==> config.mk <==
export PLATFORM = sky130hd
export DESIGN_NAME = pkt_payload_gen_flat
export DESIGN_NICKNAME = d
export VERILOG_FILES = /design/src/rtl/pkt_gen_pkg.sv /design/src/rtl/pkt_payload_gen_if.sv /design/src/rtl/lfsr32.sv /design/src/rtl/pkt_payload_gen.sv /design/src/flat_wrapper.sv
export SDC_FILE = /design/constraint.sdc
export NUM_CORES = 1
export LEC_CHECK = 0
export BUFFER_PORTS_ARGS = -buffer_cell sky130_fd_sc_hd__buf_2
export CAP_MARGIN = 20
export CORE_ASPECT_RATIO = 0.7
export CORE_MARGIN = 2
export CORE_UTILIZATION = 50
export CTS_BUF_LIST = sky130_fd_sc_hd__clkbuf_4
export DETAILED_ROUTE_END_ITERATION = 6
export HOLD_SLACK_MARGIN = 0.1
export PLACE_DENSITY = 0.7
export SLEW_MARGIN = 20
export SYNTH_ARGS = -nofsm -noshare
export SYNTH_HDL_FRONTEND = slang
export SYNTH_SLANG_ARGS = --single-unit
==> constraint.sdc <==
create_clock -name clk -period 7.9 [get_ports clk]
set_input_delay 2.37 -clock clk [delete_from_list [all_inputs] [get_ports clk]]
set_output_delay 2.37 -clock clk [all_outputs]
set_load 0.01 [all_outputs]
==> src/rtl/pkt_gen_pkg.sv <==
// pkt_gen_pkg: shared types, pattern table and LFSR helpers for the payload generator
package pkt_gen_pkg;
   typedef enum logic [1:0] {MODE_PAT, MODE_CNT, MODE_LFSR, MODE_RSVD} mode_t;
   typedef enum logic [1:0] {IDLE, SEND, GAP} state_t;
   localparam logic [15:0] PATTERN [4] = '{16'hABCD, 16'h6969, 16'hFFFF, 16'h0420};
   // Right-shifting Galois form of x^32+x^22+x^2+x+1
   localparam logic [31:0] LFSR_TAPS = 32'h8020_0003;
   function automatic logic [31:0] lfsr_step(input logic [31:0] s);
      return (s >> 1) ^ (s[0] ? LFSR_TAPS : 32'h0);
   endfunction
   function automatic logic [31:0] lfsr_seed(input logic [31:0] s);
      return (s == 32'h0) ? 32'h1 : s;
   endfunction
   // Reserved mode falls back to the pattern; 32-bit beats see the pattern word in both halves
   function automatic logic [31:0] data_word(input mode_t m, input logic [1:0] k,
                                             input logic [31:0] cnt, input logic [31:0] lfsr);
      return (m == MODE_CNT) ? cnt : (m == MODE_LFSR) ? lfsr : {PATTERN[k], PATTERN[k]};
   endfunction
endpackage

==> src/rtl/pkt_payload_gen_if.sv <==
// pkt_payload_gen_if: valid/ready/last beat stream from the payload generator
interface pkt_payload_gen_if #(parameter int DATA_SIZE = 16);
   logic                 axiov;
   logic [DATA_SIZE-1:0] axiod;
   logic                 axiol;
   logic                 axior;
   modport master (output axiov, axiod, axiol, input axior);
   modport slave  (input axiov, axiod, axiol, output axior);
endinterface

==> src/rtl/lfsr32.sv <==
// lfsr32: 32-bit Galois LFSR with seed load and per-beat advance
module lfsr32
   import pkt_gen_pkg::*;
(
   input  logic        clk,
   input  logic        rst,
   input  logic        load,
   input  logic        adv,
   input  logic [31:0] seed,
   output logic [31:0] q
);
   always_ff @(posedge clk)
      if (rst) q <= 32'h1;
      else if (load) q <= lfsr_seed(seed);
      else if (adv) q <= lfsr_step(q);
endmodule

==> src/rtl/pkt_payload_gen.sv <==
// pkt_payload_gen: start-triggered test-packet source (pattern/counter/LFSR) with repeats, gaps and backpressure
module pkt_payload_gen
   import pkt_gen_pkg::*;
#(
   parameter int DATA_SIZE = 16,
   parameter int MAX_BEATS = 64,
   parameter int LEN_W     = $clog2(MAX_BEATS + 1),
   parameter int GAP_W     = 8
)(
   input  logic                   clk,
   input  logic                   rst,
   input  logic                   start,
   input  logic                   stop,
   input  logic [1:0]             mode_in,
   input  logic [LEN_W-1:0]       len_in,
   input  logic [7:0]             reps_in,
   input  logic [GAP_W-1:0]       gap_in,
   input  logic [31:0]            seed_in,
   pkt_payload_gen_if.master      tx,
   output logic                   busy,
   output logic [15:0]            pkt_count
);
   state_t               state;
   mode_t                mode_r;
   logic [LEN_W-1:0]     len_r, k;
   logic [7:0]           reps_r, sent;
   logic [GAP_W-1:0]     gap_r, gap_cnt;
   logic [31:0]          cnt, lq;
   logic                 stop_seen, axiov, axiol;
   logic [DATA_SIZE-1:0] axiod, w_start, w_adv, w_gap;
   logic [LEN_W-1:0]     k1, k_nx;
   logic                 len_ok, load, adv, last, lst_next, stop_any, run_done;

   assign len_ok   = (len_in != '0) && (len_in <= LEN_W'(MAX_BEATS));
   assign load     = (state == IDLE) && start && len_ok;
   assign adv      = (state == SEND) && tx.axior;
   assign k1       = k + 1'b1;
   assign last     = (k1 == len_r);
   assign lst_next = (LEN_W'(k1 + 1'b1) == len_r);
   assign k_nx     = last ? '0 : k1;
   assign stop_any = stop_seen || stop;
   assign run_done = ((reps_r != 8'd0) && (8'(sent + 8'd1) == reps_r)) || stop_any;
   // Beat data is registered, so the value for the beat after a transfer is formed from advanced sources
   assign w_start  = DATA_SIZE'(data_word(mode_t'(mode_in), 2'd0, seed_in, lfsr_seed(seed_in)));
   assign w_adv    = DATA_SIZE'(data_word(mode_r, k_nx[1:0], cnt + 32'd1, lfsr_step(lq)));
   assign w_gap    = DATA_SIZE'(data_word(mode_r, 2'd0, cnt, lq));

   lfsr32 u_lfsr (.clk(clk), .rst(rst), .load(load), .adv(adv), .seed(seed_in), .q(lq));

   always_ff @(posedge clk)
      if (rst) begin
         state     <= IDLE;
         mode_r    <= MODE_PAT;
         len_r     <= '0;
         reps_r    <= '0;
         gap_r     <= '0;
         k         <= '0;
         sent      <= '0;
         gap_cnt   <= '0;
         cnt       <= '0;
         stop_seen <= 1'b0;
         axiov     <= 1'b0;
         axiod     <= '0;
         axiol     <= 1'b0;
         busy      <= 1'b0;
         pkt_count <= '0;
      end else begin
         case (state)
            IDLE:
               if (load) begin
                  state     <= SEND;
                  mode_r    <= mode_t'(mode_in);
                  len_r     <= len_in;
                  reps_r    <= reps_in;
                  gap_r     <= gap_in;
                  cnt       <= seed_in;
                  k         <= '0;
                  sent      <= '0;
                  stop_seen <= 1'b0;
                  busy      <= 1'b1;
                  axiov     <= 1'b1;
                  axiod     <= w_start;
                  axiol     <= (len_in == LEN_W'(1));
               end
            SEND: begin
               if (stop) stop_seen <= 1'b1;
               if (tx.axior) begin
                  cnt <= cnt + 32'd1;
                  k   <= k_nx;
                  if (!last) begin
                     axiod <= w_adv;
                     axiol <= lst_next;
                  end else begin
                     sent      <= sent + 8'd1;
                     pkt_count <= pkt_count + 16'd1;
                     if (run_done) begin
                        state     <= IDLE;
                        busy      <= 1'b0;
                        axiov     <= 1'b0;
                        axiol     <= 1'b0;
                        stop_seen <= 1'b0;
                     end else if (gap_r != '0) begin
                        state   <= GAP;
                        gap_cnt <= gap_r;
                        axiov   <= 1'b0;
                        axiol   <= 1'b0;
                     end else begin
                        axiod <= w_adv;
                        axiol <= (len_r == LEN_W'(1));
                     end
                  end
               end
            end
            GAP: begin
               if (stop) stop_seen <= 1'b1;
               gap_cnt <= gap_cnt - 1'b1;
               if (gap_cnt == GAP_W'(1)) begin
                  if (stop_any) begin
                     state     <= IDLE;
                     busy      <= 1'b0;
                     stop_seen <= 1'b0;
                  end else begin
                     state <= SEND;
                     axiov <= 1'b1;
                     axiod <= w_gap;
                     axiol <= (len_r == LEN_W'(1));
                  end
               end
            end
            default: state <= IDLE;
         endcase
      end

   assign tx.axiov = axiov;
   assign tx.axiod = axiod;
   assign tx.axiol = axiol;
endmodule

==> src/flat_wrapper.sv <==
// flat-port wrapper written by rule: the top's interface ports become plain ports
module pkt_payload_gen_flat import pkt_gen_pkg::*;
#(
   parameter int DATA_SIZE = 16,
   parameter int MAX_BEATS = 64,
   parameter int LEN_W     = $clog2(MAX_BEATS + 1),
   parameter int GAP_W     = 8
)
  (clk, rst, start, stop, mode_in, len_in, reps_in, gap_in, seed_in, busy, pkt_count, tx_axiov, tx_axiod, tx_axiol, tx_axior);
  pkt_payload_gen_if #(.DATA_SIZE(DATA_SIZE)) tx_i ();
  input  logic clk;
  input  logic rst;
  input  logic start;
  input  logic stop;
  input  logic [1:0] mode_in;
  input  logic [LEN_W-1:0] len_in;
  input  logic [7:0] reps_in;
  input  logic [GAP_W-1:0] gap_in;
  input  logic [31:0] seed_in;
  output logic busy;
  output logic [15:0] pkt_count;
  output wire logic [$bits(tx_i.axiov)-1:0] tx_axiov;
  output wire logic [$bits(tx_i.axiod)-1:0] tx_axiod;
  output wire logic [$bits(tx_i.axiol)-1:0] tx_axiol;
  input wire logic [$bits(tx_i.axior)-1:0] tx_axior;
  assign tx_axiov = tx_i.axiov;
  assign tx_axiod = tx_i.axiod;
  assign tx_axiol = tx_i.axiol;
  assign tx_i.axior = tx_axior;
  pkt_payload_gen #(.DATA_SIZE(DATA_SIZE), .MAX_BEATS(MAX_BEATS), .LEN_W(LEN_W), .GAP_W(GAP_W)) u_core (.clk(clk), .rst(rst), .start(start), .stop(stop), .mode_in(mode_in), .len_in(len_in), .reps_in(reps_in), .gap_in(gap_in), .seed_in(seed_in), .tx(tx_i), .busy(busy), .pkt_count(pkt_count));
endmodule
**Word-level counts from Yosys, hierarchy flattened**

Cells that the tools add are included.

- Flip-flop bits (word level): 150
- Bits of input ports: 62
- Output and inout bits: 35

- Bitwise gates (word level): 2
- Equal/unequal tests: 24
- Multiplexer cells: 75
- Order comparisons: 2
- Add/subtract/negate cells: 6
- Reduce and logical (&&, ||, !) cells: 27

Operators with widths:

| operator | count |
|---|---|
| 16-bit two-way mux | 15 |
| 32-bit two-way mux | 6 |
| 32-bit one-hot mux with 2 select lines | 1 |
| 8-bit two-way mux | 7 |
| 16-bit one-hot mux with 3 select lines | 1 |
| 32-bit by 1-bit adder with 32-bit output, second input constant | 1 |
| 16-bit binary-select mux with 2-bit select | 1 |
| 32-bit zero test | 1 |
| 8-bit one-hot mux with 2 select lines | 2 |
| 31-bit by 32-bit XOR with 32-bit output | 1 |
| 1-bit two-way mux | 27 |
| 7-bit two-way mux | 3 |
| 7-bit AND reduction | 3 |
| 16-bit by 1-bit adder with 16-bit output, second input constant | 1 |
| 8-bit nonzero test | 2 |
| 5-bit AND reduction | 3 |
| 7-bit by 1-bit adder with 7-bit output, second input constant | 2 |
| 7-bit by 1-bit equality test with 1-bit output, second input constant | 2 |
| 7-bit equality test | 2 |
| 7-bit one-hot mux with 2 select lines | 1 |
| 2-bit two-way mux | 6 |
| 1-bit one-hot mux with 3 select lines | 4 |
| 2-bit by 1-bit inequality test with 1-bit output, second input constant | 5 |
| 8-bit by 1-bit adder with 8-bit output, second input constant | 1 |
| 21 further kinds | 38 |

**Longest topological paths before layout**

Gate-level depths: netlist of run 1.

- Depth in word-level cells: 14
- Gate-level depth with buffers: 20
- Mapped depth without buffers: 17

**Hierarchy**

Synthesis of run 1 repeated with hierarchy kept, for this count alone.

- Cell total of the unflattened synthesis: 1119
- Area total of the unflattened synthesis: 8567.0 µm²

By module, submodules not included:

| module | cells an instance | area each (µm²) | instances | seq. area each (µm²) |
|---|---|---|---|---|
| pkt_payload_gen | 931 | 7004.2 | 1 | 2042.0 |
| lfsr32 | 188 | 1562.7 | 1 | 640.6 |

**Least setup slack after synthesis of run 1**

No wires, ideal clock.

- Path kind: input port to flip-flop
- From: input port len_in[2]
- To: register u_core.axiod[0], in the netlist u_core.tx.axiod[0]
- Setup slack: 3.265 ns
- Data arrival time: 4.507 ns
- Path buffers: 1
- Data required time: 7.772 ns
- Cell stages on the path: 9
- Cell sequence: or4_1 nor3_2 mux2i_1 a21oi_1 nand2b_1 o21bai_2 buf_4 mux2i_1 nor2_1

- Longest elaborated chain between the ends: 5
- Elaborated cells on any way between the ends: 6
- Classes of those cells: order compare (1); eq/ne (1); reduce/logical (4)

Ends and longest elaborated chain:

| what | line | RTL |
|---|---|---|
| start, declared | flat_wrapper.sv:16 | `input logic [LEN_W-1:0] len_in;` |
| 7-bit less-or-equal comparator / 7-bit nonzero test (equally long branches) | pkt_payload_gen.sv:34 | `assign len_ok = (len_in != '0) && (len_in <= LEN_W'(MAX_BEATS));` |
| 1-bit logical AND * | pkt_payload_gen.sv:34 |  |
| 1-bit logical AND * | pkt_payload_gen.sv:35 | `assign load = (state == IDLE) && start && len_ok;` |
| 2-bit by 1-bit inequality test with 1-bit output (no line) * | - |  |
| 7-bit AND reduction (no line) * | - |  |
| end signal, assigned | pkt_payload_gen.sv:82 | `axiod <= w_start;` |
| end signal, assigned | pkt_payload_gen.sv:91 | `axiod <= w_adv;` |
| end signal, assigned | pkt_payload_gen.sv:108 | `axiod <= w_adv;` |
| end, declared | pkt_payload_gen.sv:30 | `logic [DATA_SIZE-1:0] axiod, w_start, w_adv, w_gap;` |

Every way passes the cells marked *; elsewhere a longest branch is shown, timed or not.
A chain may end at the register's enable or synchronous reset.

**Final worst setup path of run 1**

- From: input port len_in[2]
- To: register u_core.sent[0]

- Longest elaborated chain between the ends: 5
- Elaborated cells on any way between the ends: 6
- Classes of those cells: order compare (1); eq/ne (1); reduce/logical (4)

Ends and longest elaborated chain:

| what | line | RTL |
|---|---|---|
| 7-bit less-or-equal comparator / 7-bit nonzero test (equally long branches) | pkt_payload_gen.sv:34 |  |
| 1-bit logical AND * | pkt_payload_gen.sv:34 |  |
| 1-bit logical AND * | pkt_payload_gen.sv:35 |  |
| 2-bit by 1-bit inequality test with 1-bit output (no line) * | - |  |
| 4-bit AND reduction (no line) * | - |  |
| end signal, assigned | pkt_payload_gen.sv:94 | `sent <= sent + 8'd1;` |
| end, declared | pkt_payload_gen.sv:26 | `logic [7:0] reps_r, sent;` |

Marked as above.

==> out/summary.txt, run 1 <==
gate count after technology mapping: 1,049
number of different library cells in the post-synthesis netlist: 74
number of nets at the end of the flow: 1,179
CTS tree: yes
antenna diode count: 0
Die H: 109 microns
Met2 Routed Length: 9.41 mm
Std-Cell Rows: 38
Setup crit start: len_in[2]
Skew-Pair Late Insertion Delay: 0.56 ns
post-detailed-routing wire length: 22.9 mm
number of instances resized during post-cts repair: 0
total number of vias: 7,912
hold-fix buffers at CTS: 0
clock buffers created by TritonCTS: 17
effective utilization at floorplan: 51.1%
sum of met3 wire segment lengths after detailed routing: 2.05 mm
Seq/Total Area, Yosys: 34.0%
total count of max-transition violations in the final report: 0
number of buffers between clock root and the deepest sink: 2
clock transition time at the flip-flop clock pins of the worst setup and hold paths: 0.13 ns
routability-driven placement congestion ratio: 0.948
fraction of final layout cells with drive strength greater than 1: 14.6%
Slew @ Worst Pin: 0.900 ns
total track usage: 27.5%
flip-flop and latch area: 2680 sq um
hold crit path type: reg -> reg
Post-Place Cell Area: 8430 sq um
area of the die: 16,800 sq um
IO buf count: 96
maximum fanout encountered on the critical timing path: 87
sum of routed wire segments on met1: 11.1 mm
endpoint class of the critical path: flip-flop
Non-Filler Cell Area, Final: 8700 sq um
leakage dissipation: 3.27 nW
Syn Std Cell Area: 7900 sq um
Die X-Extent: 154 microns
final critical path time including I/O delays and setup: 5.08 ns
power per unit of standard cell area: 235 nW/um^2
number of nets with antenna violations after detailed routing: 0
gr ovfl total: 0
Slew HR: 40.0%
DRT Pass-1 Iters: 6
post-route total power: 2.04 mW
number of setup buffers added after CTS: 0
iteration-0 DRC count of the detailed router: 865
Setup TNS: 0 ns
final cell count without fillers: 1,316
net count after synthesis: 1,125
number of global-route vias before repair: 7,007
DRC errors left: 0
nature of the critical path startpoint: input pin
DP HPWL: 15.9 mm
wire per inst: 17.4 microns
first-pass GRT wire length: 36.9 mm
proportion of synthesized flip-flops having asynchronous set or reset: 0%
start point of the worst min-delay path: u_core.tx.axiod[14]
number of placed cells counting well taps: 1,284
clk sinks: 134
most common cell after layout, fill and taps aside: sky130_fd_sc_hd__nand2_1
Filler Cell Count: 1,499
achievable clock frequency: 197 MHz
Tcrit/Tclk final: 64.4%
highest metal layer with signal wires: met4
critical path data required time: 8.39 ns
EDFF count, synth: 0
clock root buffer: sky130_fd_sc_hd__clkbuf_4
worst clock skew on the final layout: 0.0169 ns
Avg Synthesized Cell Area: 7.53 sq um
setup violation total in the final timing report: 0
signed area change from the synthesized netlist to the final layout: 10.1%
drt via density: 6.01
endpoint arrival time on the critical path: 5.58 ns
initial antenna violation count: 0
number of failing hold endpoints at the final stage: 0
VDD IR max: 118 uV
result of the run: complete, no violations
Critical R2R Launch: u_core.k[0]
synthesis-stage register bit count: 134
leading cell types in the layout, fill and taps excluded: sky130_fd_sc_hd__nand2_1 (200), sky130_fd_sc_hd__dfxtp_1 (134), sky130_fd_sc_hd__nor2_1 (115), sky130_fd_sc_hd__buf_2 (95), sky130_fd_sc_hd__a21oi_1 (85)
Most used DFF post-synth: sky130_fd_sc_hd__dfxtp_1
H-tree Lvls: 4
worst setup path category: in -> reg
total number of yosys warnings: 0
area inside the core boundary: 15,500 sq um
largest net degree at the start of global routing: 88
boundary pin count: 97
total of max-cap violations: 0
unrepaired setup endpoints after global routing: no
total area of multi-input combinational cells: 4860 sq um
[synth_stat cells (4+ instances only)]
master                     count  area, sq um
sky130_fd_sc_hd__inv_1        19         71.3
sky130_fd_sc_hd__a211o_1       5         43.8
sky130_fd_sc_hd__ha_1         14          175
sky130_fd_sc_hd__a22oi_1      18          135
sky130_fd_sc_hd__o21ai_0      37          185
sky130_fd_sc_hd__o221ai_1      8         70.1
sky130_fd_sc_hd__nor3_1       23          115
sky130_fd_sc_hd__a221oi_1      4         35.0
sky130_fd_sc_hd__and2_1        5         31.3
sky130_fd_sc_hd__nor2_1      116          435
sky130_fd_sc_hd__or3_1         7         43.8
sky130_fd_sc_hd__nor2b_1      11         68.8
sky130_fd_sc_hd__buf_4         4         30.0
sky130_fd_sc_hd__and4_1        5         43.8
sky130_fd_sc_hd__a21o_1        4         30.0
sky130_fd_sc_hd__clkbuf_1     53          199
sky130_fd_sc_hd__a31oi_1       7         43.8
sky130_fd_sc_hd__nor4_1       15         93.8
sky130_fd_sc_hd__dfxtp_1     134         2680
sky130_fd_sc_hd__o22ai_1       7         43.8
sky130_fd_sc_hd__nand3_1      28          140
sky130_fd_sc_hd__or2_2         4         25.0
sky130_fd_sc_hd__mux2i_1      16          160
sky130_fd_sc_hd__a211oi_1     10         75.1
sky130_fd_sc_hd__o31ai_1       8         60.1
sky130_fd_sc_hd__nand2b_1     13         81.3
sky130_fd_sc_hd__and3_1       13         81.3
sky130_fd_sc_hd__xor2_1       28          245
sky130_fd_sc_hd__buf_1         8         30.0
sky130_fd_sc_hd__xnor2_1      27          236
sky130_fd_sc_hd__buf_2         4         20.0
sky130_fd_sc_hd__nand4_1       7         43.8
sky130_fd_sc_hd__nand3b_1      8         60.1
sky130_fd_sc_hd__a21oi_1      85          425
sky130_fd_sc_hd__a311oi_1     33          289
sky130_fd_sc_hd__nand2_1     200          751
[layout make-up]
| cell class | instances | share of cell area, % |
|---|---|---|
| clock buffers | 18 | 1.55 |
| clock inverters | 14 | 1.47 |
| inverters | 19 | 0.820 |
| multi-input cells | 824 | 55.9 |
| flip-flops and latches | 134 | 30.8 |
| well taps | 200 | 2.88 |
| repair buffers | 107 | 6.50 |
[cell families (layout without fill, tap and decap cells)]
kind of cell             count (synthesis)  count (layout)  synth area share, %
adder cells (fa/ha/maj)                 14              14                 2.22
XOR/XNOR                                55              55                 6.10
flip-flops                             134             134                 34.0
buffers and inverters                   91             158                 4.71
multiplexers                            19              19                 2.46
AO/OA/AOI/OAI                          265             265                 23.1
AND/OR/NAND/NOR                        471             471                 27.5
[flip-flops by register name (all words and copies together), names as in the netlist, 2 cells and up]
name	cells
u_core.u_lfsr.q	32
u_core.cnt	16
u_core.pkt_count	16
u_core.tx.axiod	16
u_core.gap_cnt	8
u_core.gap_r	8
u_core.reps_r	8
u_core.sent	8
u_core.k	7
u_core.len_r	7
u_core.mode_r	2
u_core.state	2
[path summary, 6_finish.rpt]
kind                               to  slack, ns  depth (start not counted)
setup / recovery       u_core.sent[0]       2.82                          9
hold / removal    u_core.tx.axiod[14]       0.46                          2
setup reg to reg   u_core.tx.axiod[8]       3.17                         17
hold reg to reg   u_core.tx.axiod[14]       0.46                          2
[routing by layer]
metal / track usage, % / vias up
met1: 40.8 / 3679
met4: 7.28 / 0
met5: 0 / -
met2: 40.2 / 343
li1: - / 3856
met3: 6.12 / 34
[report_power, final]
| part | internal, mW | switching [mW] |
|---|---|---|
| clock network | 0.161 | 0.283 |
| logic | 0.264 | 0.459 |
| registers | 0.773 | 0.101 |
[worst max-delay path, stage by stage]
cell and delay (ns):
sky130_fd_sc_hd__buf_2 0.10, sky130_fd_sc_hd__or4_1 0.60, sky130_fd_sc_hd__nor3_2 0.30, sky130_fd_sc_hd__mux2i_4 0.30
sky130_fd_sc_hd__buf_4 0.68, sky130_fd_sc_hd__a22o_1 0.49, sky130_fd_sc_hd__a21oi_1 0.24, sky130_fd_sc_hd__mux2_2 0.35
sky130_fd_sc_hd__nor2_1 0.07
[metrics by stage]
step	hold WS [ns]	setup slack [ns]	utilization (%)
after floorplan	0.449	3.27	-
after global placement	0.437	2.38	54.6
after detailed placement	0.445	2.31	54.6
after CTS	0.461	2.88	56.3
after global routing	0.476	2.62	56.3
final	0.461	2.82	56.3
(Power assumes the default switching activity.)
==> run 2: changes to the inputs <==
--- a/config.mk
+++ b/config.mk
@@ -13,7 +13,7 @@
 export CTS_BUF_LIST = sky130_fd_sc_hd__clkbuf_4
 export DETAILED_ROUTE_END_ITERATION = 6
 export HOLD_SLACK_MARGIN = 0.1
-export PLACE_DENSITY = 0.7
+export PLACE_DENSITY = 0.73
 export SLEW_MARGIN = 20
 export SYNTH_ARGS = -nofsm -noshare
 export SYNTH_HDL_FRONTEND = slang
==> constraint.sdc (replaced) <==
create_clock -name clk -period 4.2 [get_ports clk]
set_input_delay 1.26 -clock clk [delete_from_list [all_inputs] [get_ports clk]]
set_output_delay 1.26 -clock clk [all_outputs]
set_load 0.01 [all_outputs]
==> out/summary.txt, run 2 (synthesis results as in run 1) <==
DRC errors left: 0 (unchanged)
worst clock skew on the final layout: 0.0214 ns (+0.00447 ns)
boundary pin count: 97 (unchanged)
fraction of final layout cells with drive strength greater than 1: 15.1% (+0.49 points)
unrepaired setup endpoints after global routing: no
worst setup path category: reg -> reg
GR met1 Demand/Resource: 40.5% (-0.26 points)
clock root buffer: sky130_fd_sc_hd__clkbuf_4
total count of max-transition violations in the final report: 0 (unchanged)
gr ovfl total: 0 (unchanged)
VDD IR max: 294 uV (+150%)
setup violation total in the final timing report: 0 (unchanged)
CTS tree: yes
most common cell after layout, fill and taps aside: sky130_fd_sc_hd__nand2_1
number of global-route vias before repair: 7,075 (+0.97%)
effective utilization at floorplan: 51.1% (unchanged)
iteration-0 DRC count of the detailed router: 946 (+9.4%)
total of max-cap violations: 0 (unchanged)
Skew-Pair Late Insertion Delay: 0.55 ns (about the same)
number of nets at the end of the flow: 1,189 (+0.85%)
maximum fanout encountered on the critical timing path: 10 (-89%)
Die X-Extent: 154 microns (unchanged)
flip-flop count of the largest register after layout: 32 (unchanged)
result of the run: complete, no violations
endpoint class of the critical path: flip-flop
Slew HR: 35.9% (-4.1 points)
first-pass GRT wire length: 37.3 mm (+1.0%)
largest net degree at the start of global routing: 82 (-6.8%)
total number of vias: 8,080 (+2.1%)
DP HPWL: 16.3 mm (+2.5%)
Slew @ Worst Pin: 0.960 ns (+0.0605 ns)
area of the die: 16,800 sq um (unchanged)
H-tree Lvls: 4 (unchanged)
routability-driven placement congestion ratio: 1.00 (+5.9%)
Filler Cell Count: 1,488 (-0.73%)
met2 global-route usage: 40.1% (-0.096 points)
area inside the core boundary: 15,500 sq um (unchanged)
register bank with the most flops: u_core.u_lfsr.q
power per unit of standard cell area: 450 nW/um^2 (+92%)
number of nets with antenna violations after detailed routing: 0 (unchanged)
wire per inst: 17.8 microns (+2.4%)
hold-fix buffers at CTS: 0 (unchanged)
Setup TNS: 0 ns (unchanged)
clock transition time at the flip-flop clock pins of the worst setup and hold paths: 0.12 ns (about the same)
global routing met3 resource utilization: 8.11% (+2.0 points)
final critical path time including I/O delays and setup: 3.90 ns
nature of the critical path startpoint: flip-flop
most crowded layer after global routing: met1
IO buf count: 96 (unchanged)
Tcrit/Tclk final: 92.8%
Setup Slack @ Placement: 0.234 ns (-2.07 ns)
number of failing hold endpoints at the final stage: 0 (unchanged)
Std-Cell Rows: 38 (unchanged)
initial antenna violation count: 0 (unchanged)
post-detailed-routing wire length: 23.6 mm (+3.2%)
number of buffers between clock root and the deepest sink: 2 (unchanged)
signed area change from the synthesized netlist to the final layout: 11.5%
Die H: 109 microns (unchanged)
leakage dissipation: 3.32 nW (+1.8%)
total track usage: 28.0% (+0.50 points)
leading cell types in the layout, fill and taps excluded: sky130_fd_sc_hd__nand2_1 (200), sky130_fd_sc_hd__dfxtp_1 (133), sky130_fd_sc_hd__nor2_1 (115), sky130_fd_sc_hd__buf_2 (95), sky130_fd_sc_hd__a21oi_1 (85)
endpoint arrival time on the critical path: 4.39 ns (-1.19 ns)
worst path setup slack after routing: 0.302 ns (-2.51 ns)
DRT Pass-1 Iters: 6 (unchanged)
antenna diode count: 0 (unchanged)
clk sinks: 134 (unchanged)
clock buffers created by TritonCTS: 17 (unchanged)
drt via density: 6.09 (+1.4%)
critical path data required time: 4.69 ns (-3.70 ns)
achievable clock frequency: 257 MHz
hold crit path type: reg -> reg
==> run 2: cell types whose count changed in the layout (fill, tap and decap cells not counted), sizes merged <==
cell / delta
buf: +10
inv: -3
bufinv: +2
clkbuf: +1
clkinv: +1
clkinvlp: -1
==> run 2: path summary, 6_finish.rpt <==
| kind | end | startpoint | cells after the start | slack [ns] |
|---|---|---|---|---|
| hold reg to reg | u_core.tx.axiod[13] | u_core.tx.axiod[13] | 2 | 0.46 |
| hold / removal | u_core.tx.axiod[13] | u_core.tx.axiod[13] | 2 | 0.46 |
| setup reg to reg | u_core.tx.axiod[8] | u_core.k[0] | 17 | 0.30 |
| setup / recovery | u_core.tx.axiod[8] | u_core.k[0] | 17 | 0.30 |
==> run 2: repair_timing <==
item,CTS,global route
gates resized for setup,0,2
setup endpoints to repair,0,2
buffers inserted,0,0
==> run 2: cell type report <==
| type | instances | area (sq um) | area share, % |
|---|---|---|---|
| Tap cell | 200 | 250 | 2.84 |
| Inverter | 19 | 71.3 | 0.810 |
| Clock inverter | 13 | 138 | 1.56 |
| Clock buffer | 19 | 143 | 1.62 |
| Sequential cell | 134 | 2680 | 30.5 |
| Timing Repair Buffer | 117 | 653 | 7.42 |
| Multi-Input combinational cell | 824 | 4870 | 55.3 |
==> run 2: worst max-delay path: stages (launching register included) <==
cell                      delay (ns)
sky130_fd_sc_hd__dfxtp_2        0.44
sky130_fd_sc_hd__inv_1          0.08
sky130_fd_sc_hd__ha_1           0.32
sky130_fd_sc_hd__xor2_1         0.17
sky130_fd_sc_hd__nand2_1        0.07
sky130_fd_sc_hd__or4b_4         0.55
sky130_fd_sc_hd__or3_1          0.39
sky130_fd_sc_hd__nand2_1        0.14
sky130_fd_sc_hd__inv_1          0.06
sky130_fd_sc_hd__ha_1           0.26
sky130_fd_sc_hd__or3b_2         0.23
sky130_fd_sc_hd__nand2_1        0.10
sky130_fd_sc_hd__a21o_1         0.21
sky130_fd_sc_hd__nor3_1         0.15
sky130_fd_sc_hd__a21oi_1        0.06
sky130_fd_sc_hd__a22o_1         0.18
sky130_fd_sc_hd__a211o_1        0.28
sky130_fd_sc_hd__a21oi_1        0.13
==> run 2: metrics by stage <==
step / power [mW] / area (sq um) / instances / util [%] / hold slack [ns]
global route: 4.19 / 8800 / 1326 / 57.0 / 0.486
CTS: 3.94 / 8800 / 1326 / 57.0 / 0.459
global placement: 3.02 / 8520 / 1294 / 55.1 / 0.442
floorplan: 2.58 / 7900 / 1049 / - / 0.449
finish: 3.96 / 8800 / 1326 / 57.0 / 0.460
detailed placement: 3.04 / 8520 / 1294 / 55.1 / 0.443
==> run 2: metal layers <==
layer	share of wire, %	vias up
li1	-	3887
met1	47	3769
met2	40	382
met3	11	42
met4	1.7	0
met5	0	-
==> run 2: report_power, final <==
part | total (mW) | leakage [nW] | internal, mW | switching, mW
clock | 0.899 | 0.147 | 0.412 | 0.487
sequential | 1.66 | 1.09 | 1.45 | 0.203
combinational | 1.40 | 2.08 | 0.522 | 0.883
